`src/rtl/rf_arb_pkg.sv`:
```
// Shared constants and types for the two-port register-file arbiter and its storage.
package rf_arb_pkg;

  localparam int DW    = 8;
  localparam int AW    = 3;
  localparam int DEPTH = 1 << AW;

  typedef enum logic {PRIO_A = 1'b0, PRIO_B = 1'b1} prio_t;

  typedef logic [DW-1:0] word_t;

endpackage

```
`src/rtl/rf_1rw_core.sv`:
```
// Single-port flop-array register file with per-entry written flags.
// Reads are registered and return zero for entries never written since reset.
module rf_1rw_core #(
  parameter int DW = rf_arb_pkg::DW,
  parameter int AW = rf_arb_pkg::AW
) (
  input  logic          clk,
  input  logic          resetn,
  input  logic          en,
  input  logic          wr,
  input  logic [AW-1:0] addr,
  input  logic [DW-1:0] wdata,
  output logic [DW-1:0] rdata
);

  localparam int DEPTH = 1 << AW;

  logic [DW-1:0]    mem_q [DEPTH];
  logic [DW-1:0]    mem_d [DEPTH];
  logic [DEPTH-1:0] written_q, written_d;
  logic [DW-1:0]    rdata_q, rdata_d;

  // NOTE: every variable gets its default first so no path through the block leaves it unassigned (no latch).
  always_comb begin
    mem_d     = mem_q;
    written_d = written_q;
    rdata_d   = rdata_q;
    if (en) begin
      if (wr) begin
        mem_d[addr]     = wdata;
        written_d[addr] = 1'b1;
      end else begin
        rdata_d = written_q[addr] ? mem_q[addr] : '0;
      end
    end
  end

  // NOTE: the array is small and must read as zero after reset, so it is reset like any other flop.
  always_ff @(posedge clk or negedge resetn) begin
    if (!resetn) begin
      for (int i = 0; i < DEPTH; i++) mem_q[i] <= '0;
      written_q <= '0;
      rdata_q   <= '0;
    end else begin
      // NOTE: non-blocking so every flop samples pre-edge values regardless of statement order.
      mem_q     <= mem_d;
      written_q <= written_d;
      rdata_q   <= rdata_d;
    end
  end

  assign rdata = rdata_q;

endmodule

```
`src/rtl/rf_arbiter_2p.sv`:
```
// Round-robin front end serialising two requesters onto one 1RW register file,
// with a registered read-return tag and a saturating contention counter.
module rf_arbiter_2p #(
  parameter int DW = rf_arb_pkg::DW,
  parameter int AW = rf_arb_pkg::AW,
  parameter int CW = 8
) (
  input  logic          clk,
  input  logic          resetn,
  input  logic          a_req,
  input  logic          a_wr,
  input  logic [AW-1:0] a_addr,
  input  logic [DW-1:0] a_wdata,
  output logic          a_gnt,
  output logic          a_rvalid,
  output logic [DW-1:0] a_rdata,
  input  logic          b_req,
  input  logic          b_wr,
  input  logic [AW-1:0] b_addr,
  input  logic [DW-1:0] b_wdata,
  output logic          b_gnt,
  output logic          b_rvalid,
  output logic [DW-1:0] b_rdata,
  output logic [CW-1:0] conflict_cnt
);

  import rf_arb_pkg::prio_t;
  import rf_arb_pkg::PRIO_A;
  import rf_arb_pkg::PRIO_B;

  prio_t         prio_q, prio_d;
  logic          rvalid_a_q, rvalid_a_d;
  logic          rvalid_b_q, rvalid_b_d;
  logic [CW-1:0] cnt_q, cnt_d;

  logic          core_en, core_wr;
  logic [AW-1:0] core_addr;
  logic [DW-1:0] core_wdata, core_rdata;

  always_ff @(posedge clk or negedge resetn) begin
    if (!resetn) prio_q <= PRIO_A;
    else         prio_q <= prio_d;
  end

  always_comb begin
    prio_d = prio_q;
    if (a_gnt)      prio_d = PRIO_B;
    else if (b_gnt) prio_d = PRIO_A;
  end

  always_comb begin
    a_gnt = a_req & (~b_req | (prio_q == PRIO_A));
    b_gnt = b_req & (~a_req | (prio_q == PRIO_B));
  end

  // Grants are mutually exclusive, so A's fields are chosen whenever A wins.
  assign core_en    = a_gnt | b_gnt;
  assign core_wr    = a_gnt ? a_wr    : b_wr;
  assign core_addr  = a_gnt ? a_addr  : b_addr;
  assign core_wdata = a_gnt ? a_wdata : b_wdata;

  rf_1rw_core #(.DW(DW), .AW(AW)) u_core (
    .clk    (clk),
    .resetn (resetn),
    .en     (core_en),
    .wr     (core_wr),
    .addr   (core_addr),
    .wdata  (core_wdata),
    .rdata  (core_rdata)
  );

  always_comb begin
    rvalid_a_d = a_gnt & ~a_wr;
    rvalid_b_d = b_gnt & ~b_wr;
    cnt_d      = cnt_q;
    if (a_req && b_req && (cnt_q != {CW{1'b1}})) cnt_d = cnt_q + 1'b1;
  end

  always_ff @(posedge clk or negedge resetn) begin
    if (!resetn) begin
      rvalid_a_q <= 1'b0;
      rvalid_b_q <= 1'b0;
      cnt_q      <= '0;
    end else begin
      rvalid_a_q <= rvalid_a_d;
      rvalid_b_q <= rvalid_b_d;
      cnt_q      <= cnt_d;
    end
  end

  assign a_rvalid     = rvalid_a_q;
  assign b_rvalid     = rvalid_b_q;
  assign a_rdata      = rvalid_a_q ? core_rdata : '0;
  assign b_rdata      = rvalid_b_q ? core_rdata : '0;
  assign conflict_cnt = cnt_q;

endmodule
```
`config.mk`:
```
export PLATFORM = sky130hd
export DESIGN_NAME = rf_arbiter_2p
export DESIGN_NICKNAME = d
export VERILOG_FILES = /design/src/rtl/rf_arb_pkg.sv /design/src/rtl/rf_1rw_core.sv /design/src/rtl/rf_arbiter_2p.sv
export SDC_FILE = /design/constraint.sdc
export NUM_CORES = 1
export LEC_CHECK = 0
export ABC_AREA = 1
export ABC_CLOCK_PERIOD_IN_PS = 3300
export CAP_MARGIN = 10
export CORE_MARGIN = 8
export CORE_UTILIZATION = 45
export CTS_CLUSTER_SIZE = 24
export DETAILED_ROUTE_END_ITERATION = 12
export PLACE_DENSITY = 0.76
export RECOVER_POWER = 50
export SYNTH_ARGS = -nofsm -noshare
export SYNTH_HDL_FRONTEND = slang
export SYNTH_SLANG_ARGS = --single-unit
```
`constraint.sdc`:
```
create_clock -name clk -period 3.3 [get_ports clk]
set_input_delay 0.66 -clock clk [delete_from_list [all_inputs] [get_ports clk]]
set_output_delay 0.66 -clock clk [all_outputs]
set_load 0.1 [all_outputs]
```
# == Yosys cells after proc, flatten, opt, wreduce, memory -nomap -nowiden ==
# Index checks and enable logic that the tools add are counted.
# Widths: inputs -> output; s select.
# classes
add_sub_neg,1
magnitude_cmp,4
n_eq_ne,1
n_mux,18
bitwise_logic,15
n_reduce_logical,7
# op_table
op,n
$bwmux 64,1
$mux 8,7
$bmux 8 s3,1
$demux 8 s3,1
$add 8x1->8 const B,1
$ne 8x8->1 const B,1
$or 8x8->8,1
$not 1->1,6
$mux 1,5
$and 1x1->1,4
$ge 4x4->1 const B,1
$logic_and 1x1->1,4
$lt 3x4->1 const B,1
$lt 4x1->1 const B,1
$not 3->4,1
$reduce_and 2->1,2
$bmux 1 s3,1
$demux 1 s3,1
$ge 3x1->1 const B,1
$mux 3,1
$or 1x1->1,3
$reduce_bool 2->1,1
# totals
register_bits,91
inputBits,28
output_inout_bits,28
word_cells,60

# == Depth between registers and ports, before layout ==
# Gate-level depths: netlist of the first run.
# depth
ltp_word,10
ltp_mapped,13
mapped_depth_nobuf,11

# == Cells and area by module ==
# Synthesis of the first run repeated with hierarchy kept, for this count alone.
# unflattened
hier_cells,616
hier_area_um2,4518.1
# modules_own_cells
module,instances,cells_each,area_per_inst_um2,seq_area_each_um2
rf_1rw_core,1,464,3619.7,2001.9
rf_arbiter_2p,1,152,898.4,275.3

# == Least setup slack after synthesis of the first run ==
# OpenSTA, ideal clock, no wires.
# synth_timing
path_type,input to output
start,input a_req
end,output b_gnt
arrival_time_ns,2.987
t_required_ns,2.640
path_slack_ns,-0.347
path_stages,2
n_path_buf,1
cell_sequence,buf_4 -> o21ai_0
# synth_via
elab_chain_len,3
# synth_rtl
item,line,source
from (decl),rf_arbiter_2p.sv:10,"input logic a_req,"
$not 1->1,rf_arbiter_2p.sv:53,b_gnt = b_req & (~a_req | (prio_q == PRIO_B));
$or 1x1->1,rf_arbiter_2p.sv:53,
$and 1x1->1,rf_arbiter_2p.sv:53,
to (decl),rf_arbiter_2p.sv:21,"output logic b_gnt,"
# Every way passes these cells.

# == Final worst setup path of the first run ==
# layout_timing
start,input a_req
end,output a_gnt
# layout_via
elab_chain_len,1
# layout_rtl
item,line,source
$and 1x1->1,rf_arbiter_2p.sv:52,a_gnt = a_req & (~b_req | (prio_q == PRIO_A));
to (decl),rf_arbiter_2p.sv:14,"output logic a_gnt,"
# Every way passes these cells.

==> metrics, run 1 <==
outcome complete, no violations; Worst Setup SP a_req; Worst R2R Start prio_q$_DFFE_PN0P_; power share of the clock group 19.4%; power per cell area 671 nW/um2; Final Hold Vio Count 0; Net count, final 686; Buf/Inv on CP 3; GR Util All Layers 17.0%; DRC viols 0; die area 14,000 um2; clock root buffer clkbuf_8; Rel. slew slack 9.71%; Final setup viols 0; final core occ 52.8%; pre-CTS WS 0.415 ns; H-tree depth 3; Layout Cells excl Fill 798; actual slew at the worst max-slew pin 1.35 ns; Clock Path Buffers 2; CTS buffer count 9; dpl cell area 5280 um2; Netlist Area Pre-Place 4730 um2; Placement Rows 37; type of the worst setup path input port to output port; P_int 2.10 mW; Avg Vias per Cell 5.02; Slowest-stage cell, CP dlygate4sd3_1; Worst R2R Setup Slack 1.24 ns; post-synthesis cell type count 29; Pleak 2.83 nW; Peak VDD IR 0.000357 V; WP data arrival 2.17 ns; max-cap violation count 0; sequential area share after synthesis 48.2%; Via Count 4,006; minimum clock period 2.83 ns; cell count after placement 782; hold buffers post-CTS 0; cell count after synthesis 604; top post-synthesis cells by area dfrtp_1, nand2_1, inv_1; Setup crit end a_gnt; Syn. warnings 0; largest net degree at the start of global routing 56; Clock Pin Slew Worst Setup and Hold Paths 0.09 ns; Register Area 2280 um2; Async SR Flop Fraction 100%; number of synthesized flops with an enable pin 0; RSZ-0062 raised after global routing false; Synth Area in Adders 0.265%; Horiz. Die Dim 118 um; crit start category input port; Compound-Gate Fraction of Synth Area 7.17%; Final WS setup 0.468 ns; final setup TNS 0 ns; CTS tree built; hpwl dp 8440 um; Port Buffer Count 55; R2R Path End u_core.mem_q[57]$_DFFE_PN0P_; syn_nets 633; number of global-route vias before repair 3,853; worst hold slack 0.460 ns; worst-path fanout max 20; ys flop type dfrtp_1; synth cell count leaders nand2_1, dfrtp_1, inv_1; Largest stage delay, worst path 0.68 ns; DRT Pass-1 Iters 5; crit-path cells dlygate4sd3_1 > nand2_4 > clkinv_1 > buf_12; cell area after layout 5420 um2; # clock sinks 91; Post-CTS Setup Bufs 0; clk_lat worst skew 0.35 ns; post-synthesis mux area share 0.476%; Fill cells 1,007; total power 3.64 mW; largest delay contributor family on the critical path buffers and inverters; multi-input logic area 2050 um2; Synth Area in XOR/XNOR 1.30%; Max Clock Freq 353 MHz; I/O pin cnt 56; post-synthesis simple-gate area fraction 34.1%; Placer Congestion 0.886; CP Capture Type output port; Iter 0 DRT Violations 242; largest family of logic cells by synthesized area simple AND/OR/NAND/NOR gates; Psw 1.54 mW; core region area 10,300 um2; post-synth top area cell dfrtp_1; share of layout cells above drive strength 1 11.6%; #FFs+latches synth 91; area delta synth->final 14.7%; Die H 118 um; Clock Skew 0.00899 ns; initial antenna violation count 0; count leader, synth nand2_1; stages on the worst setup path 4; Avg Inst Size Synth 7.83 um2; # resized after CTS 0; total global routing overflow 0; worst hold path type register to register; final WL 11,700 um; CP required 2.64 ns; switching share of power 42.3%; Yosys top cell area share 48.2%; Slew Limit Fails 0; R2R depth 7; Final ANT Viol Nets 0; antenna fix cells 0; first-pass GRT wire length 19,200 um; WL per Instance 14.6 um; initial core utilization 46.0%; crit share post-route 85.8%; sequential power share 45.8%; Comb pwr share 34.7%
## power groups by stage
stage / Sequential [mW] / Clock, mW / Combinational, mW
after CTS: 1.67 / 0.728 / 1.29
after detailed placement: 1.68 / 0 / 1.29
after floorplan: 1.87 / 0 / 0.733
after global routing: 1.71 / 0.770 / 1.40
after global placement: 1.67 / 0 / 1.26
final: 1.67 / 0.707 / 1.26
## worst register-to-register path: stages, from the launching register on
cell	delay, ns
dfrtp_1	0.40
nand2_4	0.10
nand2_4	0.21
nand2_1	0.13
nand2_4	0.32
nand2_4	0.27
nor2_4	0.35
o21ai_0	0.15
## cells by family (layout without fill, tap and decap cells)
logic type,after synthesis,count (layout)
compound gates,57,57
xor+xnor,7,7
fa+ha+maj,1,1
buf+inv,83,141
flops,91,91
mux,2,2
simple gates,363,363
## layer usage
layer	track usage, %	wire (um)	vias to the layer above
met3	5.47	1100	30
met2	25.8	5190	154
li1	-	-	1986
met5	0	0	-
met1	22.4	5110	1836
met4	5.69	262	0
## layout make-up
| cell class | count | share of cell area, % |
|---|---|---|
| repair buffers | 58 | 9.02 |
| multi-input cells | 430 | 37.7 |
| clock inverters | 6 | 0.877 |
| well taps | 136 | 3.14 |
| inverters | 67 | 4.73 |
| clock buffers | 10 | 2.54 |
| flip-flops and latches | 91 | 42.0 |
## placed cells by master (no fill, tap or decap), types with 10 or more instances in the layout
cell type / Yosys / layout
clkbuf_8: 0 / 10
nand3_1: 36 / 36
buf_4: 3 / 20
nor2_4: 12 / 12
nand2_1: 283 / 283
clkdlybuf4s50_1: 0 / 25
o211ai_1: 14 / 14
inv_1: 58 / 58
dfrtp_1: 91 / 91
o21ai_0: 32 / 32
nor2_1: 13 / 13
## state kept, by name (all words and copies together), names as in the netlist
register and cells:
a_rvalid 1, u_core.rdata 8, prio_q 1, conflict_cnt 8
u_core.mem_q 64, u_core.written_q 8, b_rvalid 1
## how the worst min path moves through the flow
stage	startpoint	end	slack (ns)	depth (start not counted)
after global placement	u_core.written_q[0]$_DFFE_PN0P_	u_core.written_q[0]$_DFFE_PN0P_	0.44	2
after floorplan	resetn	a_rvalid$_DFF_PN0_	0.36	0
after global routing	u_core.written_q[2]$_DFFE_PN0P_	u_core.written_q[2]$_DFFE_PN0P_	0.49	2
after CTS	resetn	u_core.mem_q[29]$_DFFE_PN0P_	0.36	1
final	u_core.written_q[2]$_DFFE_PN0P_	u_core.written_q[2]$_DFFE_PN0P_	0.46	2
after detailed placement	u_core.written_q[2]$_DFFE_PN0P_	u_core.written_q[2]$_DFFE_PN0P_	0.44	2
Note: power is estimated with default switching activity, not from simulation.
==> inputs of run 2 (changes only) <==
--- a/config.mk
+++ b/config.mk
@@ -8,7 +8,6 @@
 export ABC_AREA = 1
 export ABC_CLOCK_PERIOD_IN_PS = 3300
 export CAP_MARGIN = 10
-export CORE_MARGIN = 8
 export CORE_UTILIZATION = 45
 export CTS_CLUSTER_SIZE = 24
 export DETAILED_ROUTE_END_ITERATION = 12
==> run 2 against run 1 <==
Compared with the run above: the run now ends with capacitance limit, slew limit left; power increased by 1.6%; flip-flop and latch count stayed put; clock power rose by 7.8%; count of clock-buffer cells in the layout decreased by 1; worst hold slack better by 0.00060 ns; first-iteration DRC count grew 22%; setup slack improved by 0.0038 ns; critical path depth unchanged; design area up 0.72%; highest routed layer unchanged.
==> metrics, run 2 (same netlist as run 1, synthesis figures left out) <==
core region area 10,200 um2; H-tree depth 3; Post-CTS Setup Bufs 0; Horiz. Die Dim 104 um; Avg Vias per Cell 5.00; Via Count 3,987; clk_lat worst skew 0.38 ns; Final Hold Vio Count 0; Fill cells 962; final WL 11,400 um; Biggest register u_core.mem_q; Die H 104 um; Clock Path Buffers 2; CTS tree built; largest delay contributor family on the critical path buffers and inverters; die area 10,900 um2; initial core utilization 46.2%; hpwl dp 8060 um; Register Area 2280 um2; CP Capture Type output port; type of the worst setup path input port to output port; Clock Pin Slew Worst Setup and Hold Paths 0.10 ns; Iter 0 DRT Violations 295; share of layout cells above drive strength 1 11.6%; hold buffers post-CTS 0; multi-input logic area 2050 um2; cell area after layout 5460 um2; dpl cell area 5260 um2; Port Buffer Count 55; DRC viols 0; Final ANT Viol Nets 0; minimum clock period 2.83 ns; GR Util All Layers 22.5%; max-cap violation count 1; Slowest-stage cell, CP dlygate4sd3_1; final setup TNS 0 ns; clock root buffer clkbuf_8; Slew Limit Fails 42; I/O pin cnt 56; antenna fix cells 0; failing checks capacitance limit, slew limit; max FFs per register 64; DRT Pass-1 Iters 5; Max Clock Freq 354 MHz; Clock Skew 0.00994 ns; Pleak 2.85 nW; area delta synth->final 15.6%; Final setup viols 0; initial antenna violation count 0; Peak VDD IR 0.000344 V; commonest non-fill, non-tap cell in the layout nand2_1; # resized after CTS 0; CP required 2.64 ns; CTS buffer count 9; worst hold slack 0.460 ns; power per cell area 677 nW/um2; most frequent cells in the layout nand2_1, dfrtp_1, inv_1; outcome finished, violations left; Final WS setup 0.472 ns; worst-path fanout max 20; number of global-route vias before repair 3,874; crit start category input port; Largest stage delay, worst path 0.69 ns; crit share post-route 85.7%; WL per Instance 14.3 um; Placer Congestion 0.884; largest net degree at the start of global routing 92; Placement Rows 37; worst hold path type register to register; first-pass GRT wire length 19,000 um; WP data arrival 2.17 ns; Buf/Inv on CP 3; Net count, final 685; actual slew at the worst max-slew pin 2.34 ns; pre-CTS WS 0.369 ns; Rel. slew slack -55.8%; total global routing overflow 0; RSZ-0062 raised after global routing false; # clock sinks 91; crit-path cells dlygate4sd3_1 > nand2_4 > clkinv_1 > buf_12
==> run 2: worst reg2reg max path, delay by kind of cell (launching register included) <==
kind / cells / cell delay [ns]
flops: 1 / 0.40
simple gates: 8 / 1.43
buf+inv: 1 / 0.12
==> run 2: area by class of cell <==
| type | count | share of cell area, % |
|---|---|---|
| clock buffers | 9 | 2.27 |
| inverters | 67 | 4.70 |
| multi-input cells | 430 | 37.4 |
| clock inverters | 7 | 1.49 |
| repair buffers | 57 | 9.30 |
| well taps | 136 | 3.11 |
| flip-flops and latches | 91 | 41.7 |
==> run 2: power breakdown <==
group	leakage [nW]	switching (mW)	total (mW)	internal [mW]
registers	1.12	0.209	1.67	1.46
clock network	0.103	0.460	0.762	0.302
logic	1.63	0.927	1.26	0.336
==> run 2: final timing paths <==
check | start | endpoint | slack (ns) | cells past startpoint
setup reg to reg | prio_q$_DFFE_PN0P_ | u_core.mem_q[45]$_DFFE_PN0P_ | 1.26 | 9
hold / removal | u_core.written_q[3]$_DFFE_PN0P_ | u_core.written_q[3]$_DFFE_PN0P_ | 0.46 | 2
max in group asynchronous | resetn | u_core.mem_q[43]$_DFFE_PN0P_ | 1.00 | 1
setup / recovery | a_req | a_gnt | 0.47 | 4
min in group asynchronous | resetn | prio_q$_DFFE_PN0P_ | 0.97 | 1
hold reg to reg | u_core.written_q[3]$_DFFE_PN0P_ | u_core.written_q[3]$_DFFE_PN0P_ | 0.46 | 2
==> run 2: layer usage <==
metal  GRT usage (%)  vias up  part of all wire (%)
li1                -     1977                     -
met1            30.6     1837                    45
met2            35.2      144                    46
met3            4.95       29                   6.2
met4            8.27        0                   2.8
met5               0        -                     0
==> run 2: stage by stage <==
step / power, mW / util [%] / cells
after floorplan: 2.61 / - / 604
after global placement: 2.92 / 51.4 / 780
after detailed placement: 2.97 / 51.4 / 780
after CTS: 3.73 / 53.4 / 796
after global routing: 3.93 / 53.4 / 797
final: 3.70 / 53.4 / 797
==> inputs of run 3 (changes only) <==
--- a/config.mk
+++ b/config.mk
@@ -11,7 +11,8 @@
 export CORE_UTILIZATION = 45
 export CTS_CLUSTER_SIZE = 24
 export DETAILED_ROUTE_END_ITERATION = 12
-export PLACE_DENSITY = 0.76
+export DONT_BUFFER_PORTS = 1
+export PLACE_DENSITY = 0.7
 export RECOVER_POWER = 50
 export SYNTH_ARGS = -nofsm -noshare
 export SYNTH_HDL_FRONTEND = slang
==> run 3 against run 2 <==
Compared with the run above: the run still ends with capacitance limit, slew limit left; non-clock buffer count down 29; combinational power about the same; wire length down 2.0%; core utilization down 3.0 points; count of clock-buffer cells in the layout unchanged; worst hold slack worse by 0.087 ns; flip-flop and latch count unchanged; design area down 5.7%; cell count down 3.8%; critical path type is now register to register; largest power group unchanged.
==> metrics, run 3 (same netlist as run 1, synthesis figures left out) <==
final setup TNS 0 ns; commonest non-fill, non-tap cell in the layout nand2_1; DRT Pass-1 Iters 5; initial core utilization 46.2%; # clock sinks 91; power per cell area 725 nW/um2; CP Capture Type register; final core occ 50.4%; most used cell, CP nand2_1; minimum clock period 2.51 ns; core region area 10,200 um2; type of the worst setup path register to register; worst hold path type input port to register; max-cap violation count 1; Iter 0 DRT Violations 242; Fill cells 1,003; Clock Skew 0.0107 ns; # resized after CTS 0; worst-path fanout max 20; Worst Setup SP prio_q$_DFFE_PN0P_; most frequent cells in the layout nand2_1, dfrtp_1, inv_1; failing checks capacitance limit, slew limit; WL per Instance 14.5 um; Slew Limit Fails 92; Final ANT Viol Nets 0; DRC viols 0; Largest stage delay, worst path 0.53 ns; CP required 3.53 ns; crit start category register; clock root buffer clkbuf_8; CTS buffer count 9; cell area after layout 5150 um2; Peak VDD IR 0.000396 V; Final setup viols 0; largest net degree at the start of global routing 92; Clock Path Buffers 2; Via Count 3,860; initial antenna violation count 0; Die H 104 um; share of layout cells above drive strength 1 12.4%; RSZ-0062 raised after global routing false; H-tree depth 3; dpl cell area 4960 um2; Horiz. Die Dim 104 um; hpwl dp 7810 um; final WL 11,100 um; Biggest register u_core.mem_q; Clock Pin Slew Worst Setup and Hold Paths 0.10 ns; Rel. slew slack -45.1%; crit-path cells nand2_1 > nand2_4 > nand2_1 > nand2_1 > nor2_1 > inv_2 > nor2_4 > o21ai_0; CTS tree built; Slowest-stage cell, CP nor2_1; Final Hold Vio Count 0; GR Util All Layers 21.9%; first-pass GRT wire length 18,600 um; HP Start b_wr; die area 10,900 um2; I/O pin cnt 56; total global routing overflow 0; area delta synth->final 9.00%; clk_lat worst skew 0.36 ns; Placer Congestion 0.857; max FFs per register 64; antenna fix cells 0; outcome finished, violations left; Max Clock Freq 399 MHz; largest delay contributor family on the critical path simple AND/OR/NAND/NOR gates; actual slew at the worst max-slew pin 2.18 ns; Buf/Inv on CP 1; Net count, final 656; number of global-route vias before repair 3,576; Placement Rows 37; WP data arrival 2.74 ns; Port Buffer Count 0; Avg Vias per Cell 5.03; crit share post-route 76.0%; Worst R2R Start prio_q$_DFFE_PN0P_; Pleak 2.74 nW
## run 3: changes by cell type in the layout (fill, tap and decap cells not counted), sizes merged
cell	previous run	this run
clkdlybuf4s50	25	0
clkbuf	17	12
buf	23	25
bufinv	0	2
clkinv	5	3
inv	69	67
clkinvlp	0	1
dlygate4sd3	1	0
## run 3: worst reg2reg max path, stage by stage, from the launching register on
cell	delay [ns]
dfrtp_1	0.38
nand2_1	0.26
nand2_4	0.23
nand2_1	0.13
nand2_1	0.10
nor2_1	0.53
inv_2	0.27
nor2_4	0.36
o21ai_0	0.13
## run 3: path summary, 6_finish.rpt
| path | to | slack, ns | depth (start not counted) |
|---|---|---|---|
| min in group asynchronous | b_rvalid$_DFF_PN0_ | 0.93 | 1 |
| max in group asynchronous | u_core.mem_q[25]$_DFFE_PN0P_ | 1.09 | 1 |
| setup / recovery | u_core.mem_q[23]$_DFFE_PN0P_ | 0.79 | 8 |
| setup reg to reg | u_core.mem_q[23]$_DFFE_PN0P_ | 0.79 | 8 |
| hold / removal | b_rvalid$_DFF_PN0_ | 0.37 | 1 |
| hold reg to reg | u_core.written_q[2]$_DFFE_PN0P_ | 0.47 | 2 |
## run 3: cell type report
cell class	instances	area, um2	area share (%)
well taps	136	170	3.30
repair buffers	28	200	3.89
inverters	67	256	4.98
clock buffers	9	124	2.40
clock inverters	6	90.1	1.75
multi-input cells	430	2030	39.5
flip-flops and latches	91	2280	44.2
## run 3: through the flow
| stage | power (mW) | std cells | hold slack, ns | setup slack [ns] |
|---|---|---|---|---|
| CTS | 3.75 | 767 | 0.222 | 1.14 |
| floorplan | 2.61 | 604 | 0.364 | 0.431 |
| global route | 3.94 | 767 | 0.362 | 0.568 |
| detailed placement | 2.90 | 751 | 0.370 | 1.01 |
| global placement | 2.86 | 751 | 0.370 | 1.11 |
| finish | 3.74 | 767 | 0.373 | 0.791 |
## run 3: power by group
group	internal, mW	switching (mW)	total [mW]
Combinational	0.320	0.955	1.28
Clock	0.425	0.402	0.827
Sequential	1.46	0.169	1.63
## run 3: what timing repair did
action / CTS / global route
hold buffers: 1 / 0
buffers inserted: 0 / 0
endpoints found under the setup margin: 0 / 0
hold endpoints to repair: 91 / 0
## run 3: layer usage
metal	part of all wire [%]	global-route usage (%)	wire length, um	vias up
met2	46	33.6	5090	132
met5	0	0	0	-
met3	6.7	4.32	744	10
met1	46	31.8	5170	1809
met4	1.3	5.31	140	0
li1	-	-	-	1909
==> RTL change: new RTL, flow settings as in run 3 <==
Change the parameter `CW` from 8 to 16.
--- a/src/rtl/rf_arbiter_2p.sv
+++ b/src/rtl/rf_arbiter_2p.sv
@@ -4,5 +4,5 @@
   parameter int DW = rf_arb_pkg::DW,
   parameter int AW = rf_arb_pkg::AW,
-  parameter int CW = 8
+  parameter int CW = 16
 ) (
   input  logic          clk,
Ports: changed (resized conflict_cnt); port bits go from 56 to 64. The function was not compared with the original's and may differ.
==> RTL change against run 3 <==
  * Count of clock-buffer cells in the layout increased by 4
  * Synthesized cell count increased by 9.1%
  * Sequential cell count increased by 8
  * Cell area increased by 8.9%
  * Fmax decreased by 6.4%
  * Critical path depth decreased by 5
  * Worst hold slack got worse by 0.17 ns
  * Power increased by 3.5%
  * Setup slack got worse by 0.17 ns
  * Synthesized area increased by 7.1%
  * Sequential power increased by 6%
  * Wire length increased by 7.3%
==> RTL change: results <==
# TYPE chip_impl_metric gauge
chip_impl_metric{name="dpl_worst_slack",unit="ns"} 0.9789
chip_impl_metric{name="synth-compound-area-share",unit="%"} 7.238
chip_impl_metric{name="detail_route.wl_per_cell",unit="um"} 14.34
chip_impl_info{name="worst_r2r_endpoint",value="conflict_cnt[11]"} 1
chip_impl_metric{name="groute.layer.met3.usage",unit="%"} 5.666
chip_impl_metric{name="critical_path.max_fanout",unit=""} 19
chip_impl_metric{name="design.final.nets",unit=""} 718
chip_impl_info{name="crit_path_end",value="a_gnt"} 1
chip_impl_metric{name="switching_power",unit="mW"} 1.541
chip_impl_metric{name="met3_wirelength",unit="um"} 733
chip_impl_metric{name="met2_routing_resource_usage_after_global_routing",unit="%"} 36.17
chip_impl_metric{name="layout.filler_cells",unit=""} 1036
chip_impl_metric{name="critical_path_arrival",unit="ns"} 2.02
chip_impl_info{name="hold_path.class",value="primary input to async pin"} 1
chip_impl_metric{name="final_critical_path_setup_slack",unit="ns"} 0.6190
chip_impl_metric{name="multiInputGateArea",unit="um2"} 2147
chip_impl_metric{name="grt.total_usage",unit="%"} 22.38
chip_impl_info{name="status",value="finished clean"} 1
chip_impl_metric{name="yosysUniqueCellTypes",unit=""} 25
chip_impl_metric{name="drt_wl_total",unit="um"} 11960
chip_impl_metric{name="worst_skew_pair.late_latency",unit="ns"} 0.39
chip_impl_metric{name="synth-xor-area-share",unit="%"} 2.421
chip_impl_metric{name="grt_pass1_vias",unit=""} 4060
chip_impl_metric{name="detailedRoute.firstIterationViolations",unit=""} 459
chip_impl_metric{name="timing.critical_path.slowest_cell_delay",unit="ns"} 0.61
chip_impl_metric{name="synth-seq-area-share",unit="%"} 48.91
chip_impl_metric{name="mappedNetlistNets",unit=""} 688
chip_impl_metric{name="finalWeightedCongestion",unit=""} 0.8585
chip_impl_metric{name="grt_max_degree",unit=""} 100
chip_impl_metric{name="grt_pass1_wl",unit="um"} 19950
chip_impl_metric{name="detailroute.via_count",unit=""} 4257
chip_impl_metric{name="r2r.worst_path.cells",unit=""} 7
chip_impl_metric{name="peakVddDrop",unit="uV"} 605.1
chip_impl_metric{name="final_layout_size_suffix_gt1_share",unit="%"} 11.24
chip_impl_info{name="cp_slowest_cell",value="inv_2"} 1
==> RTL change: cell types whose count changed after synthesis, moves of 3 or more <==
| cell | run 3 | this run |
|---|---|---|
| inv_1 | 58 | 73 |
| nand2_1 | 283 | 293 |
| nor2_1 | 13 | 22 |
| dfrtp_1 | 91 | 99 |
| buf_6 | 10 | 3 |
| buf_2 | 1 | 7 |
| o211ai_1 | 14 | 20 |
| xor2_1 | 4 | 10 |
| nor3_1 | 2 | 6 |
| buf_4 | 3 | 6 |
| nand2_2 | 3 | 6 |
| nand2_4 | 7 | 4 |
==> RTL change: cell type report <==
type	count	share of cell area [%]
inverters	81	5.420
multi-input cells	460	38.28
well taps	140	3.123
clock inverters	3	0.7807
flip-flops and latches	99	44.17
repair buffers	38	5.041
clock buffers	13	3.190
==> RTL change: what timing repair did <==
| item | 4_1_cts | 5_1_grt |
|---|---|---|
| hold endpoints to repair | 99 | 0 |
| resized for setup | 0 | 0 |
| hold buffers | 1 | 0 |
| buffers inserted | 0 | 0 |
